<file path="config.mk">
export PLATFORM = sky130hd
export DESIGN_NAME = cmd_dispatch
export DESIGN_NICKNAME = d
export VERILOG_FILES = /design/src/rtl/cmd_dispatch.sv
export SDC_FILE = /design/constraint.sdc
export NUM_CORES = 1
export LEC_CHECK = 0
export CORE_MARGIN = 4
export CORE_UTILIZATION = 40
export CTS_BUF_LIST = sky130_fd_sc_hd__clkbuf_16
export CTS_CLUSTER_SIZE = 25
export DETAILED_ROUTE_END_ITERATION = 16
export PLACE_DENSITY = 0.91
export SYNTH_ARGS = -nofsm -noshare
export SYNTH_HDL_FRONTEND = slang
export SYNTH_SLANG_ARGS = --single-unit
</file>
<file path="constraint.sdc">
create_clock -name clk -period 2.3 [get_ports clk]
set_input_delay 0.46 -clock clk [delete_from_list [all_inputs] [get_ports clk]]
set_output_delay 0.46 -clock clk [all_outputs]
set_load 0.02 [all_outputs]
</file>
<file path="src/rtl/cmd_dispatch.sv">
// cmd_dispatch: one-at-a-time command dispatcher to N_TGT executors with
// fixed-latency response capture and saturating command/error counters.
module cmd_dispatch #(
    parameter int N_TGT   = 4,
    parameter int RSP_LAT = 1
) (
    input  logic                 clk,
    input  logic                 rst,
    input  logic                 cmd_vld,
    input  logic [31:0]          cmd,
    output logic                 cmd_rdy,
    output logic [31:0]          cmd_out,
    output logic [N_TGT-1:0]     run,
    input  logic [32*N_TGT-1:0]  rsp_bus,
    output logic                 rsp_vld,
    output logic [31:0]          rsp,
    input  logic                 rsp_rdy,
    output logic                 busy,
    output logic [15:0]          n_cmd,
    output logic [15:0]          n_err
);

    typedef enum logic [2:0] {
        IDLE,
        RUN,
        WAIT,
        ERR,
        RESP
    } state_t;

    localparam logic [4:0] NTGT_W = 5'(N_TGT);
    localparam logic [3:0] LAT_W  = 4'(RSP_LAT);

    state_t      state_q, state_d;
    logic [31:0] cmd_out_q, cmd_out_d;
    logic [31:0] rsp_q, rsp_d;
    logic [15:0] n_cmd_q, n_cmd_d;
    logic [15:0] n_err_q, n_err_d;
    logic [3:0]  wait_q, wait_d;
    logic [3:0]  tgt;
    logic [31:0] rsp_sel;
    logic        accept;

    function automatic logic [15:0] sat_inc(input logic [15:0] v);
        return (v == 16'hFFFF) ? v : v + 16'd1;
    endfunction

    assign tgt     = cmd_out_q[31:28];
    assign cmd_rdy = (state_q == IDLE) && !rst;
    assign busy    = (state_q != IDLE) && !rst;
    assign rsp_vld = (state_q == RESP) && !rst;
    assign accept  = cmd_vld && cmd_rdy;
    assign cmd_out = cmd_out_q;
    assign rsp     = rsp_q;
    assign n_cmd   = n_cmd_q;
    assign n_err   = n_err_q;

    always_comb begin
        rsp_sel = '0;
        for (int i = 0; i < N_TGT; i++) begin
            if (tgt == 4'(i)) rsp_sel = rsp_bus[32*i +: 32];
        end
    end

    // RUN is only entered with an in-range target, so this stays one-hot
    always_comb begin
        run = '0;
        if (state_q == RUN && !rst) begin
            for (int i = 0; i < N_TGT; i++) begin
                run[i] = (tgt == 4'(i));
            end
        end
    end

    always_comb begin
        state_d   = state_q;
        cmd_out_d = cmd_out_q;
        rsp_d     = rsp_q;
        n_cmd_d   = n_cmd_q;
        n_err_d   = n_err_q;
        wait_d    = wait_q;
        unique case (state_q)
            IDLE: begin
                if (accept) begin
                    cmd_out_d = cmd;
                    n_cmd_d   = sat_inc(n_cmd_q);
                    if ({1'b0, cmd[31:28]} < NTGT_W) begin
                        state_d = RUN;
                    end else begin
                        state_d = ERR;
                        n_err_d = sat_inc(n_err_q);
                    end
                end
            end
            RUN: begin
                state_d = WAIT;
                wait_d  = LAT_W;
            end
            WAIT: begin
                if (wait_q == 4'd1) begin
                    rsp_d   = rsp_sel;
                    state_d = RESP;
                end else begin
                    wait_d = wait_q - 4'd1;
                end
            end
            ERR: begin
                rsp_d   = {4'hF, cmd_out_q[27:0]};
                state_d = RESP;
            end
            RESP: begin
                if (rsp_rdy) state_d = IDLE;
            end
            default: state_d = IDLE;
        endcase
    end

    always_ff @(posedge clk) begin
        if (rst) begin
            state_q   <= IDLE;
            cmd_out_q <= '0;
            rsp_q     <= '0;
            n_cmd_q   <= '0;
            n_err_q   <= '0;
            wait_q    <= '0;
        end else begin
            state_q   <= state_d;
            cmd_out_q <= cmd_out_d;
            rsp_q     <= rsp_d;
            n_cmd_q   <= n_cmd_d;
            n_err_q   <= n_err_d;
            wait_q    <= wait_d;
        end
    end

endmodule

</file>
======== Word level (Yosys, flattened, before mapping) ========
Cells that the tools add are included.
word-level totals
  logic and storage cells ................. 58
  flip-flop bits (word level) ............. 103
  output and inout bits ................... 103
cells by class
  muxes and demuxes ....................... 14
  equal/unequal tests ..................... 14
  $add $sub $neg .......................... 3
  bitwise gates (word level) .............. 3
  order comparisons ....................... 1
  reductions and logical operators ........ 17
operators with widths
  operator                                             count
  2-to-1 mux 32 bit                                    5
  one-hot mux 32 bit (2 select lines)                  1
  adder 16 x 1 -> 16 bit (second input constant)       2
  == test 16 bit (second input constant)               2
  one-hot mux 3 bit (5 select lines)                   1
  2-to-1 mux 3 bit                                     3
  == test 4 x 1 -> 1 bit (second input constant)       2
  == test 4 x 2 -> 1 bit (second input constant)       2
  2-to-1 mux 4 bit                                     2
  != test 2 bit (second input constant)                4
  one-hot mux 4 bit (2 select lines)                   1
  == test 3 x 2 -> 1 bit (second input constant)       2
  AND reduction 2 bit                                  3
  AND reduction 3 bit                                  2
  logical AND 1 bit                                    5
  zero test 4 bit                                      1
  < comparator 4 x 3 -> 1 bit (second input constant)  1
  AND reduction 4 bit                                  1
  nonzero test 2 bit                                   2
  subtractor 4 x 1 -> 4 bit (second input constant)    1
  == test 3 x 1 -> 1 bit (second input constant)       1
  == test 3 bit (second input constant)                1
  zero test 3 bit                                      1
  NOT 1 bit                                            3
  other kinds (3)                                      3

======== Logic depth before layout (Yosys ltp) ========
Gate-level depths: netlist of run 1.
  word-level depth ........................ 7
  depth in mapped cells ................... 7

======== Worst setup path after synthesis of run 1 ========
OpenSTA, ideal clock, no wires.
  path type ............................... input port to output port
  start point ............................. in rst
  end point ............................... out rsp_vld
  setup slack ............................. 0.041 ns
  data required time ...................... 1.840 ns
  stages on the path ...................... 4
  buffers on the path ..................... 3
  data arrival time ....................... 1.799 ns
  path through ............................ clkbuf_1 -> clkbuf_1 -> clkbuf_1 -> nor4b_1
between the ends
  cells in the longest elaborated chain, start to end .. 2
RTL lines
  what               line  text
  start, declared    8     input logic rst,
  zero test 1 bit    51    assign rsp_vld = (state_q == RESP) && !rst;
  logical AND 1 bit  51
  end, declared      15    output logic rsp_vld,
No other way between the ends.

======== Worst setup path in the final report of run 1 ========
  start point ............................. reg cmd_out_q[29], in the netlist cmd_out[29]
  end point ............................... out cmd_out[29]
RTL lines
  what                    line  text
  start, declared         35    logic [31:0] cmd_out_q, cmd_out_d;
  start signal, assigned  128   cmd_out_q <= cmd_out_d;
  end, declared           12    output logic [31:0] cmd_out,
No word-level cell between the ends.

==> results.toml, run 1 <==
[route]
drtAntennaViolNets = 0
drt_iter0_markers = 568
vias_per_cell = 5.72
num_vias = 5797
first_pass_iters = 6
drc = 0
drt-wirelength-per-cell_um = 19.8
routed_wirelength_um = 20000

[synthesis]
synth_edf_count = 0
synth_area_leaders = "dfxtp_1 (39%), mux4_2 (14%), nand2_1 (5.9%), nand3_1 (4.5%), a22oi_1 (4.0%)"
synth_area_leader_cell = "dfxtp_1"
synth_fp_nets = 735
async_reset_ff_frac = 0
avgSynthCellArea_um2 = 9.26
ys_seq_area_frac = 0.393
synth_cell_types = 55
ys_top_cells_by_count = "dfxtp_1 (103), nand2_1 (83), nand3_1 (47), inv_1 (42), mux4_2 (32)"
synth_top_cell_area_share = 0.393
ys_ff_latch = 103
synth_area_mm2 = 0.00525
yosysMostFrequentCell = "dfxtp_1"
yosys_warnings = 0
synth_flop_cell = "dfxtp_1"
synthCells = 567

[cells_and_area]
num-fill-cells = 1007
finalInstanceArea_mm2 = 0.00854
drive_above_1_share = 0.122
antennaDiodeCount = 0
final_util = 0.671
regArea_mm2 = 0.00207
multi_input_area_mm2 = 0.00289
nNetsFinal = 1006
syn2layout_area_growth_pct = 62.7
fin_cells = 1014

[sta]
setup_tns_ns = 0
setup_violations = 0
min_period_ns = 2.21
relSlewSlack = 0.517
worstMarginPinSlew_ns = 0.722
fin_skew_ns = 0.00915
holdWs_ns = 0.468
rsz0062_at_grt = "false"
fmax_ghz = 0.452
hold_viol = 0
finalMaxSlewViolations = 0
period_share = 0.961

[critical_path]
crit_required_ns = 1.84
worst-r2r-setup-slack_ns = 0.25
critPathBufInv = 2
cp_top_family = "buffers and inverters"
worstPathArrival_ns = 1.75
cp_max_fo = 14
cp_slowest_cell = "clkdlybuf4s50_1"
reg2reg_depth = 6
crit_path_end_kind = "output pin"
reg2reg_to = "n_cmd[11]"
start_kind = "flip-flop"
criticalPathCategory = "reg -> out"
crit_cells = 2
critical_path.startpoint = "cmd_out[29]"
slowest_delay_ns = 0.65
crit_end = "cmd_out[29]"
path_cells = "buf_4 > clkdlybuf4s50_1"
r2r-start = "state_q[1]"

[floorplan]
die_x_um = 123
chipHeight_um = 123
ioPinCount = 267
initial_core_util = 0.413
fp-row-count = 41
coreArea_mm2 = 0.0127
dieArea_mm2 = 0.0150

[global_route]
grt_pass1_wl_um = 30100
grt_pass1_vias = 5779
grt_max_degree = 45
overflow = 0
grtUsageTotal = 0.258
antenna_found_initial = 2

[clock_tree]
clkTransAtPathRegs_ns = 0.07
cts_buffers = 9
clock_sinks = 103
clk_root_buffer_cell = "clkbuf_16"
cts_tree = "built"
htree_levels = 3
clock_latency_ns = 0.34
cts_buffer_depth = 2

[place]
io_buffers = 266
placed_area_mm2 = 0.00825
gp_congestion = 0.853
place_inst = 999
hpwlAfterDp_um = 15600

[status]
status = "complete, no violations"

[min_path]
hold_class = "reg -> reg"
hold_depth = 2

[power]
vdd_drop_max_mv = 0.467
leakage_nw = 3.24
p_per_area_mw_per_mm2 = 564

[job]
cap_violations = 0
[power by group]
group / total [mW] / switching, mW / internal, mW / leakage, nW
clock network: 1.48 / 0.659 / 0.825 / 0.138
registers: 2.01 / 0.109 / 1.90 / 0.838
logic: 1.33 / 0.605 / 0.722 / 2.27
total: 4.82 / 1.37 / 3.44 / 3.24
[per-layer routing]
layer	wire length [µm]	share of wire	GRT usage	vias to the layer above
met4	571	0.029	0.0931	4
met5	16	0.00080	0	-
met2	10100	0.51	0.445	326
met3	1710	0.085	0.0705	48
met1	7590	0.38	0.309	2753
li1	-	-	-	2666
[state kept, by name, indices dropped and copies added (netlist names)]
signal and count:
n_cmd 16, cmd_out 32, wait_q 4, state_q 3
n_err 16, rsp 32
[per-stage QoR]
stage	worst slack, ns	power, mW
final	0.0900	4.82
after global placement	0.000901	3.33
after detailed placement	0.0341	3.36
after global routing	0.00736	5.00
after floorplan	0.0411	2.65
after CTS	0.00440	4.84
[layout by cell type (no fill, tap or decap), types with 17 or more instances in the layout]
| cell | n |
|---|---|
| nand3_1 | 47 |
| a21oi_1 | 17 |
| clkdlybuf4s50_1 | 258 |
| mux4_2 | 32 |
| a22oi_1 | 28 |
| inv_1 | 43 |
| buf_4 | 33 |
| dfxtp_1 | 100 |
| nand2_1 | 83 |
| o22ai_1 | 28 |
[final cells by class]
class,count,share of cell area
timing repair buffer,300,0.343
multi-input combinational,380,0.338
sequential,103,0.242
clock buffer,9,0.0264
tap,172,0.0252
inverter,44,0.0193
clock inverter,6,0.00630
[how the worst min path moves through the flow]
stage | start | to
6_report | rsp[29] | rsp[29]
5_1_grt | cmd_out[15] | cmd_out[15]
2_1_floorplan | wait_q[0] | wait_q[0]
4_1_cts | cmd_out[15] | cmd_out[15]
3_3_place_gp | cmd_out[13] | cmd_out[13]
3_5_place_dp | cmd_out[15] | cmd_out[15]
[repair_timing]
item / in CTS / in global routing
hold endpoints to repair: 0 / 0
endpoints found under the setup margin: 7 / 12
resized for setup: 9 / 5
hold buffers: 0 / 0
buffers inserted: 0 / 0
[cells by family after synthesis]
kind of cell	after synthesis	share of synthesized area
buffers and inverters	84	0.0629
XOR/XNOR	2	0.00334
flip-flops	103	0.393
adder cells (fa/ha/maj)	4	0.00954
AND/OR/NAND/NOR	213	0.215
multiplexers	42	0.158
AO/OA/AOI/OAI	119	0.158
[worst register-to-register path: stages (launching register included)]
cell and delay, ns:
dfxtp_1 0.32, buf_4 0.17, nor4_4 0.38, buf_4 0.21, nand4_2 0.22, or4_1 0.53, a21oi_1 0.15
Power figures use the tool's default switching activity.
==> inputs of run 2 (changes only) <==
MAX_ROUTING_LAYER = met4   (was unset)
==> run 2 against run 1 <==
Net effect:
- design area hardly changed
- critical path type unchanged
- utilization is essentially flat
- register-to-register slack about the same
- highest routed layer is now met4
- fmax hardly changed
- combinational power about the same
- setup slack improved by 0.00083 ns
- non-clock buffer count did not move
- via count decreased by 0.47%
- sequential share of layout area about the same
- final cell count rose by 0.20%
==> results.toml, run 2 (same netlist as run 1, synthesis figures left out) <==
[status]
status = "complete, no violations"

[critical_path]
cp_max_fo = 14
reg2reg_depth = 6
worstPathArrival_ns = 1.75
r2r-start = "state_q[1]"
crit_path_end_kind = "output pin"
cp_slowest_cell = "clkdlybuf4s50_1"
path_cells = "buf_4 > clkdlybuf4s50_1"
worst-r2r-setup-slack_ns = 0.24
slowest_delay_ns = 0.64
start_kind = "flip-flop"
reg2reg_to = "n_err[12]"
crit_required_ns = 1.84
criticalPathCategory = "reg -> out"

[power]
power_switching_mw = 1.36
p_per_area_mw_per_mm2 = 563
vdd_drop_max_mv = 0.464
seqPwrFrac = 0.417
p_int_mw = 3.44
power_frac_clock = 0.307
netSwitchingFraction = 0.284
comb_power_share = 0.276
leakage_nw = 3.24

[place]
placed_area_mm2 = 0.00825
io_buffers = 266
hpwlAfterDp_um = 15600
gp_congestion = 0.866

[global_route]
grt_pass1_vias = 5788
grtUsageTotal = 0.266
antenna_found_initial = 2
grt_pass1_wl_um = 30100
overflow = 0
grt_max_degree = 45

[route]
drtAntennaViolNets = 0
num_vias = 5770
vias_per_cell = 5.68
drc = 0
drt-wirelength-per-cell_um = 19.7
drt_iter0_markers = 563
routed_wirelength_um = 20000
first_pass_iters = 5

[floorplan]
dieArea_mm2 = 0.0150
initial_core_util = 0.413
fp-row-count = 41
ioPinCount = 267
chipHeight_um = 123
coreArea_mm2 = 0.0127
die_x_um = 123

[sta]
fin_skew_ns = 0.00959
finalMaxSlewViolations = 0
relSlewSlack = 0.508
period_share = 0.961
setup_tns_ns = 0
fmax_ghz = 0.453
rsz0062_at_grt = "false"
hold_viol = 0
worstMarginPinSlew_ns = 0.736
min_period_ns = 2.21
setup_violations = 0

[clock_tree]
clock_latency_ns = 0.34
htree_levels = 3
cts_tree = "built"
cts_buffers = 9
clk_root_buffer_cell = "clkbuf_16"
cts_hold_buf = 0
clock_sinks = 103
cts_buffer_depth = 2
clkTransAtPathRegs_ns = 0.07

[min_path]
min_to = "rsp[29]"
worstHoldStart = "rsp[29]"
hold_class = "reg -> reg"
hold_depth = 2

[cells_and_area]
num-fill-cells = 1005
layout_common_cells = "clkdlybuf4s50_1 (258), dfxtp_1 (100), nand2_1 (83)"
drive_above_1_share = 0.122
final_common_cell = "clkdlybuf4s50_1"
syn2layout_area_growth_pct = 62.8
finalInstanceArea_mm2 = 0.00854
nNetsFinal = 1006

[job]
cap_violations = 0
run 2: cell types whose count changed in the layout (fill, tap and decap cells not counted):
| cell | change |
|---|---|
| diode_2 | +2 |
run 2: power by group through the flow:
stage | Combinational, mW | Sequential [mW] | Clock [mW]
global route | 1.42 | 2.02 | 1.57
floorplan | 0.519 | 2.13 | 0
detailed placement | 1.32 | 2.04 | 0
global placement | 1.29 | 2.03 | 0
finish | 1.33 | 2.01 | 1.47
CTS | 1.33 | 2.00 | 1.51
run 2: critical path, delay by kind of cell, from the launching register on:
family,cells,cell delay [ns]
buffers and inverters,2,0.93
DFF,1,0.48
run 2: area by class of cell:
class                   instances  area (µm²)  area share
diodes                          2        5.00    0.000586
clock buffers                   9         225      0.0264
clock inverters                 6        53.8     0.00630
inverters                      44         165      0.0193
multi-input cells             380        2890       0.338
flip-flops and latches        103        2070       0.242
well taps                     172         215      0.0252
repair buffers                300        2930       0.343
run 2: worst max-delay path by stage:
stage                start          end  slack (ns)  cells after the start
3_3_place_gp           rst      rsp_vld      0.0009                      4
5_1_grt        cmd_out[31]       run[1]       0.007                      5
6_report       cmd_out[29]  cmd_out[29]        0.09                      2
3_5_place_dp           rst      rsp_vld        0.03                      4
4_1_cts         state_q[0]         busy       0.004                      4
2_1_floorplan          rst      rsp_vld        0.04                      4
run 2: metrics by stage:
step	hold WS, ns	cells	setup WS [ns]	total power, mW	util
after detailed placement	0.463	999	0.0341	3.36	0.648
after global placement	0.456	999	0.000901	3.33	0.648
after CTS	0.473	1014	0.00440	4.84	0.671
after global routing	0.487	1016	0.00737	5.00	0.672
after floorplan	0.526	567	0.0411	2.65	-
final	0.470	1016	0.0908	4.81	0.672
run 2: metal layers:
layer  vias up  track usage  routed length (µm)
met4         0       0.0910                 537
met3        41       0.0664                1660
li1       2670            -                   -
met5         -            -                   0
met1      2750        0.311                7620
met2       309        0.447               10200
run 2: timing repair:
item,in CTS,in global routing
buffers inserted,0,0
resized for setup,9,5
setup endpoints to repair,7,13
==> inputs of run 3 (changes only) <==
CORE_ASPECT_RATIO = 0.5   (was unset)
==> run 3 against run 2 <==
Net effect:
- critical path depth up 2
- die area increased by 0.74%
- utilization fell by 0.19 points
- via count is 1.4% higher
- setup slack improved by 0.0016 ns
- sequential share of layout area hardly changed
- critical path type unchanged
- largest cell class unchanged
- largest power group unchanged
==> results.toml, run 3 (same netlist as run 1, synthesis figures left out) <==
[route]
num_vias = 5848
first_pass_iters = 6
drt-wirelength-per-cell_um = 21.0
routed_wirelength_um = 21200
vias_per_cell = 5.79
drtAntennaViolNets = 0
drc = 0
drt_iter0_markers = 512

[critical_path]
reg2reg_depth = 6
cp_top_family = "buffers and inverters"
critPathBufInv = 3
worst-r2r-setup-slack_ns = 0.12
criticalPathCategory = "reg -> out"
slowest_delay_ns = 0.62
crit_required_ns = 1.84
cp_max_fo = 11
path_cells = "buf_4 > inv_1 > a21oi_1 > clkdlybuf4s50_1"
worstPathArrival_ns = 1.75
crit_path_end_kind = "output pin"
crit_end = "busy"
r2r-start = "wait_q[0]"
start_kind = "flip-flop"
cp_slowest_cell = "clkdlybuf4s50_1"
reg2reg_to = "rsp[1]"
critical_path.startpoint = "state_q[0]"
crit_cells = 4

[power]
vdd_drop_max_mv = 0.509
leakage_nw = 3.24
total_power_mw = 5.00
p_per_area_mw_per_mm2 = 586

[clock_tree]
cts_hold_buf = 0
clkTransAtPathRegs_ns = 0.08
cts_buffers = 9
clk_root_buffer_cell = "clkbuf_16"
htree_levels = 3
clock_sinks = 103
cts_tree = "built"
clock_latency_ns = 0.34
cts_buffer_depth = 2

[cells_and_area]
nNetsFinal = 1002
multi_input_area_mm2 = 0.00286
syn2layout_area_growth_pct = 62.5
layout_common_cells = "clkdlybuf4s50_1 (259), dfxtp_1 (101), nand2_1 (83)"
final_common_cell = "clkdlybuf4s50_1"
regArea_mm2 = 0.00206
num-fill-cells = 969
drive_above_1_share = 0.118

[min_path]
hold_depth = 2
hold_class = "reg -> reg"

[sta]
worstMarginPinSlew_ns = 0.590
period_share = 0.960
rsz0062_at_grt = "false"
setup_tns_ns = 0
hold_viol = 0
finalMaxSlewViolations = 0
setup_violations = 0
setup_slack_ns = 0.0924
relSlewSlack = 0.607
min_period_ns = 2.21
fin_skew_ns = 0.00868
fmax_ghz = 0.453

[global_route]
grt_max_degree = 52
grt_pass1_wl_um = 30900
grt-busiest-layer = "met2"
antenna_found_initial = 1
grtUsageMet2 = 0.468
met1_usage = 0.332
met3_usage = 0.0442
grtUsageTotal = 0.270
overflow = 0
grt_pass1_vias = 5732

[floorplan]
fp-row-count = 29
ioPinCount = 267
die_x_um = 170
initial_core_util = 0.412
chipHeight_um = 89
coreArea_mm2 = 0.0127
dieArea_mm2 = 0.0151

[job]
cap_violations = 0

[place]
gp_congestion = 0.944
place_ws_ns = -0.0466
hpwlAfterDp_um = 16300
io_buffers = 266

[status]
status = "complete, no violations"
[run 3: changes by cell type in the layout (fill, tap and decap cells not counted), moves of 2 or more]
cell | before | now
buf_4 | 33 | 28
clkinv_1 | 3 | 1
clkinv_2 | 1 | 3
dlygate4sd2_1 | 4 | 6
[run 3: layer usage]
metal | vias up | wire [µm]
met5 | - | 0
met2 | 258 | 11000
met3 | 53 | 1480
met4 | 0 | 591
li1 | 2660 | -
met1 | 2877 | 8150
[run 3: what timing repair did]
| item | CTS | global route |
|---|---|---|
| gates resized for setup | 6 | 0 |
| buffers inserted | 1 | 0 |
| hold endpoints to repair | 0 | 0 |
| endpoints found under the setup margin | 6 | 0 |
[run 3: area by class of cell]
cell class | instances | share of cell area
Clock buffer | 9 | 0.0264
Timing Repair Buffer | 296 | 0.340
Sequential cell | 103 | 0.242
Clock inverter | 7 | 0.0112
Multi-Input combinational cell | 380 | 0.336
Tap cell | 170 | 0.0249
Antenna cell | 1 | 0.000293
Inverter | 44 | 0.0194
[run 3: how the worst min path moves through the flow]
| stage | from | endpoint |
|---|---|---|
| after floorplan | wait_q[0] | wait_q[0] |
| after global placement | cmd_out[6] | cmd_out[6] |
| after detailed placement | cmd_out[15] | cmd_out[15] |
| after CTS | cmd_out[15] | cmd_out[15] |
| after global routing | cmd_out[30] | cmd_out[30] |
| final | cmd_out[15] | cmd_out[15] |
[run 3: tightest hold or removal path: cells and delay by family, from the launching register on]
| kind | cells | cell delay, ns |
|---|---|---|
| simple gates | 2 | 0.11 |
| flops | 1 | 0.33 |
[run 3: where the power goes]
group	leakage, nW	switching (mW)	internal, mW
combinational	2.24	0.609	0.707
sequential	0.838	0.119	1.90
clock	0.161	0.703	0.961
total	3.24	1.43	3.56
[run 3: stage by stage]
step	area, µm²	instances	util	hold slack [ns]
global route	8530	1010	0.670	0.488
finish	8530	1010	0.670	0.473
CTS	8530	1009	0.669	0.475
floorplan	5250	567	-	0.526
global placement	8210	992	0.644	0.457
detailed placement	8210	992	0.644	0.464
